### src/rtl/alu_tx_sequencer.sv
// ALU result transmit sequencer: queues result words and
// streams each one to a UART as an optionally framed byte burst.
module alu_tx_sequencer #(
  parameter int          RESULT_W  = 16,
  parameter int          DEPTH     = 4,
  parameter int          FRAMED    = 1,
  parameter int          MSB_FIRST = 0,
  parameter logic [7:0]  SYNC_BYTE = 8'hA5
) (
  input  logic                    clock,
  input  logic                    reset,
  input  logic [RESULT_W-1:0]     in_data,
  input  logic                    in_valid,
  output logic                    in_ready,
  output logic                    tx_start,
  output logic [7:0]              tx_data,
  input  logic                    tx_busy,
  output logic                    frame_active,
  output logic [$clog2(DEPTH):0]  fifo_count,
  output logic [7:0]              frames_sent
);
  localparam int NB    = RESULT_W / 8;
  localparam int N     = NB + 2 * FRAMED;
  localparam int PTR_W = $clog2(DEPTH);
  localparam int CNT_W = PTR_W + 1;
  localparam int IDX_W = 4;

  typedef enum logic [1:0] {
    IDLE,
    START,
    WAIT_ACK,
    WAIT_DONE
  } state_t;

  state_t state, state_nx;

  logic [RESULT_W-1:0] mem [DEPTH];
  logic [PTR_W-1:0]    wr_ptr, rd_ptr;
  logic [RESULT_W-1:0] hold;
  logic [IDX_W-1:0]    idx;
  logic                push, pop, last;
  logic [7:0]          chk;
  logic [7:0]          fbytes [N];
  logic [7:0]          cur;

  assign in_ready = fifo_count < CNT_W'(DEPTH);
  assign push     = in_valid & in_ready;
  assign pop      = (state == IDLE) && (fifo_count != '0);
  assign last     = idx == IDX_W'(N - 1);

  always_ff @(posedge clock) begin
    if (reset && push) mem[wr_ptr] <= in_data;
  end

  always_ff @(posedge clock) begin
    if (!reset) begin
      wr_ptr     <= '0;
      rd_ptr     <= '0;
      fifo_count <= '0;
    end else begin
      if (push) wr_ptr <= wr_ptr + PTR_W'(1);
      if (pop)  rd_ptr <= rd_ptr + PTR_W'(1);
      if (push && !pop)
        fifo_count <= fifo_count + CNT_W'(1);
      else if (pop && !push)
        fifo_count <= fifo_count - CNT_W'(1);
    end
  end

  // The popped word is frozen here so FIFO traffic cannot disturb a frame.
  always_ff @(posedge clock) begin
    if (!reset)   hold <= '0;
    else if (pop) hold <= mem[rd_ptr];
  end

  always_ff @(posedge clock) begin
    if (!reset) begin
      idx         <= '0;
      frames_sent <= '0;
    end else begin
      if (state == IDLE && pop) idx <= '0;
      if (state == WAIT_DONE && !tx_busy) begin
        if (last) begin
          idx         <= '0;
          frames_sent <= frames_sent + 8'd1;
        end else begin
          idx <= idx + IDX_W'(1);
        end
      end
    end
  end

  always_comb begin
    chk = '0;
    for (int k = 0; k < NB; k++)
      chk = chk ^ hold[8*k +: 8];
  end

  always_comb begin
    for (int i = 0; i < N; i++)
      fbytes[i] = '0;
    for (int k = 0; k < NB; k++)
      fbytes[k + FRAMED] = (MSB_FIRST != 0)
        ? hold[8*(NB-1-k) +: 8]
        : hold[8*k +: 8];
    if (FRAMED != 0) begin
      fbytes[0]   = SYNC_BYTE;
      fbytes[N-1] = chk;
    end
    cur = '0;
    for (int i = 0; i < N; i++)
      if (idx == IDX_W'(i)) cur = fbytes[i];
  end

  always_ff @(posedge clock) begin
    if (!reset) state <= IDLE;
    else        state <= state_nx;
  end

  always_comb begin
    state_nx = state;
    unique case (state)
      IDLE:      if (pop) state_nx = START;
      START:     state_nx = WAIT_ACK;
      WAIT_ACK:  if (tx_busy) state_nx = WAIT_DONE;
      WAIT_DONE: if (!tx_busy) state_nx = last ? IDLE : START;
      default:   state_nx = IDLE;
    endcase
  end

  always_comb begin
    tx_start     = 1'b0;
    tx_data      = 8'h00;
    frame_active = state != IDLE;
    if (state == START || state == WAIT_ACK) begin
      tx_start = 1'b1;
      tx_data  = cur;
    end
  end

endmodule

### config.mk
export PLATFORM = sky130hd
export DESIGN_NAME = alu_tx_sequencer
export DESIGN_NICKNAME = d
export VERILOG_FILES = /design/src/rtl/alu_tx_sequencer.sv
export SDC_FILE = /design/constraint.sdc
export NUM_CORES = 1
export LEC_CHECK = 0
export ABC_AREA = 1
export CELL_PAD_IN_SITES_DETAIL_PLACEMENT = 0
export CELL_PAD_IN_SITES_GLOBAL_PLACEMENT = 1
export CORE_MARGIN = 2
export CORE_UTILIZATION = 44
export CTS_CLUSTER_SIZE = 14
export DETAILED_ROUTE_END_ITERATION = 8
export GPL_ROUTABILITY_DRIVEN = 0
export PLACE_DENSITY = 0.84
export SETUP_SLACK_MARGIN = 0.5
export SYNTH_ARGS = -nofsm -noshare
export SYNTH_HDL_FRONTEND = slang
export SYNTH_SLANG_ARGS = --single-unit
### constraint.sdc
create_clock -name clock -period 2.88 [get_ports clock]
set_clock_uncertainty 0.15 [all_clocks]
set_input_delay 0.432 -clock clock [delete_from_list [all_inputs] [get_ports clock]]
set_output_delay 0.432 -clock clock [all_outputs]
set_load 0.03 [all_outputs]
==> flow_summary.yaml <==
route:
  antenna_left: 0
  drtIter0Drc: 188
  wl_mm: 8.61
  routed_via_density: 4.81
  first_pass_iters: 4
  drc: 0
  wire_per_inst_um: 12.9
  vias: 3216
setup_path:
  worstPathArrival_ns: 1.65
  critPathCapture: "tx_data[7]"
  critical_path.reg2reg.endpoint: "fifo_count[2]$_SDFFE_PN0P_"
  endpoint_kind: "output port"
  crit_slowest_cell: "dfxtp_2"
  ff2ff_path_depth: 10
  slowest_delay_ns: 0.37
  cp_common_cell: "nor2_1"
  start_kind: "flop"
  cp.required_ns: 2.30
  reg2reg_from: "state[0]$_SDFFE_PN0P_"
  r2r_slack_ns: 0.91
  crit_start: "idx[1]$_SDFFE_PN0P_"
  criticalPathCategory: "reg -> out"
  path_buf_inv: 3
  crit_chain: "inv_2 -> ha_4 -> nor2_1 -> nor2_2 -> inv_1 -> nor2_1 -> nor2_1 -> nor2_1 -> buf_4"
  crit_family: "simple AND/OR/NAND/NOR gates"
  crit_fanout: 6
  path_depth: 9
synthesis:
  ys_types: 28
  synth_cells: 485
  synth_enable_flop_cells: 64
  synth_warnings: 0
  synthTopCellsByCount: "nor2_1 (120), o21ai_0 (75), edfxtp_1 (64), nand2_1 (49), inv_1 (39)"
  synth_most_common_cell: "nor2_1"
  synth_top_area_cell: "edfxtp_1"
  synth_flop_cell: "edfxtp_1"
  syn_area_per_cell_um2: 9.42
  synth_top_area_share_pct: 42.1
  yosys.area_share.simple_pct: 18.4
  synth_top_family_by_area: "simple AND/OR/NAND/NOR gates"
  ys_seq_area_share_pct: 58.3
  synth_xor_area_share_pct: 1.92
  syn_area_mm2: 0.00457
  synthMuxAreaShare_pct: 0
  synthAdderAreaFrac_pct: 4.27
  syn_nets: 520
  synth_seq_cells: 101
  async_reset_ff_share_pct: 0
  synth_compound_area_share_pct: 11.2
  synthTopCellsByArea: "edfxtp_1 (42%), dfxtp_1 (16%), nor2_1 (9.9%), o21ai_0 (8.2%), nand2_1 (4.0%)"
clock_network:
  cts_buffer_depth: 2
  cts_tree: "yes"
  path_clk_slew_ns: 0.09
  htree_levels: 3
  cts_sinks: 101
  clockRootBuffer: "clkbuf_8"
  cts_buffers: 9
  insertion_delay_ns: 0.36
layout:
  n_antenna_cell: 0
  nets: 563
  fin_cells: 669
  syn_to_final_growth_pct: 16.1
  layout-drive-gt1-share_pct: 10.3
place:
  placed_cells: 653
  io_buffers: 41
  dpl.hpwl_mm: 6.01
floorplan:
  rows: 37
  die_h_um: 106
  die_w_um: 106
  io_pins: 42
  initial_core_util_pct: 44.8
  design.core.area_mm2: 0.0102
  die_area_mm2: 0.0112
global_route:
  grt_pass1_vias: 3050
  grt_pass1_wl_mm: 14.3
  antenna_found_initial: 0
  grt_remaining_overflow: 0
  grt_usage_pct: 16.1
  grt_max_degree: 36
timing:
  min_period_over_period_pct: 77.6
  maxSlewHeadroom_pct: 56.3
  final_hold_viol_count: 0
  fin_setup_tns_ns: 0
  worst_slew_pin_slew_ns: 0.655
  finalSetupViolations: 0
  slew_violations: 0
  finalCriticalPeriod_ns: 2.24
  max_freq_ghz: 0.447
  rsz0062_at_grt: "no"
min_path:
  hp-class: "reg -> reg"
power_and_ir_drop:
  peakVddDrop_mv: 0.366
  power_density_mw_per_mm2: 836
  p_leak_uw: 0.00205
job:
  drv_cap: 0
run_status:
  status: "finished clean"
-- through the flow --
step           util, %  setup WS [ns]  power [uW]  instance area (um2)  hold WS [ns]
2_1_floorplan        -          0.561        3150                 4570         0.307
3_3_place_gp      50.1          0.384        3610                 5100         0.317
3_5_place_dp      50.1          0.304        3650                 5100         0.327
4_1_cts           51.8          0.409        4450                 5280         0.348
5_1_grt           52.1          0.495        4800                 5300         0.362
6_report          52.1          0.644        4430                 5300         0.354
-- cell type report --
type	count	area (um2)
fill	940	4880
sequential	101	2670
inverter	42	165
multi-input combinational	325	1670
clock inverter	7	67.6
clock buffer	9	124
tap	136	170
timing repair buffer	49	438
-- where the power goes --
part           internal (uW)  switching (uW)  leakage [uW]
clock network            335             508     0.0000924
registers               1750             209      0.000886
logic                    590            1040       0.00107
-- logic make-up after synthesis --
| kind of cell | count (synthesis) |
|---|---|
| xor+xnor | 10 |
| fa+ha+maj | 15 |
| compound gates | 101 |
| flops | 101 |
| buf+inv | 59 |
| simple gates | 199 |
-- repair_timing --
action                     4_1_cts  5_1_grt
setup buffers                    0        0
gates resized for setup         42       22
hold endpoints to repair         0        0
setup endpoints to repair       10        8
cloned                           0        0
pin swaps                        0        2
hold buffers                     0        0
-- layout by cell type, fill, tap and decap left out, types with 2 or more instances in the layout --
cell type,netlist,routed
xor2_1,6,6
nand2_1,49,49
inv_4,1,3
o211ai_1,3,3
nand3_1,15,15
nand4_1,6,6
inv_2,2,3
a21oi_1,17,17
dlygate4sd2_1,0,2
dfxtp_2,0,2
xnor2_1,4,4
nor2_4,2,2
buf_4,4,10
clkbuf_4,0,2
dfxtp_1,37,34
nand2_4,2,2
ha_1,14,10
o21ai_0,75,75
inv_8,0,2
clkdlybuf4s50_1,0,31
edfxtp_1,64,64
o21ai_1,6,6
inv_1,39,36
ha_2,0,2
nand2_2,3,3
buf_2,8,4
clkinvlp_4,0,2
ha_4,0,2
nor2_1,120,119
clkbuf_8,1,9
-- how the worst min path moves through the flow --
stage,startpoint,endpoint,slack [ns],cells past startpoint
global placement,rd_ptr[1]$_SDFFE_PN0P_,rd_ptr[1]$_SDFFE_PN0P_,0.32,2
CTS,rd_ptr[1]$_SDFFE_PN0P_,rd_ptr[1]$_SDFFE_PN0P_,0.35,2
floorplan,rd_ptr[1]$_SDFFE_PN0P_,rd_ptr[1]$_SDFFE_PN0P_,0.31,2
global route,rd_ptr[1]$_SDFFE_PN0P_,rd_ptr[1]$_SDFFE_PN0P_,0.36,2
finish,rd_ptr[1]$_SDFFE_PN0P_,rd_ptr[1]$_SDFFE_PN0P_,0.35,2
detailed placement,rd_ptr[1]$_SDFFE_PN0P_,rd_ptr[1]$_SDFFE_PN0P_,0.33,2
-- registers in the layout, indices dropped and copies added (netlist names) --
signal	flops
frames_sent	8
wr_ptr	2
mem	64
fifo_count	3
idx	4
hold	16
rd_ptr	2
state	2
-- per-layer routing --
| layer | up-vias | GRT usage, % | part of all wire (%) |
|---|---|---|---|
| li1 | 1699 | - | - |
| met1 | 1449 | 21.1 | 48 |
| met2 | 59 | 27.5 | 47 |
| met3 | 9 | 2.41 | 3.6 |
| met4 | 0 | 4.98 | 1.0 |
| met5 | - | 0 | 0 |
-- worst min-delay path, delay by kind of cell (launching register included) --
kind             cells  cell delay, ns
AO/OA/AOI/OAI        1            0.06
AND/OR/NAND/NOR      1            0.07
flip-flops           1            0.34
No activity file was read; power rests on OpenSTA's default activity.
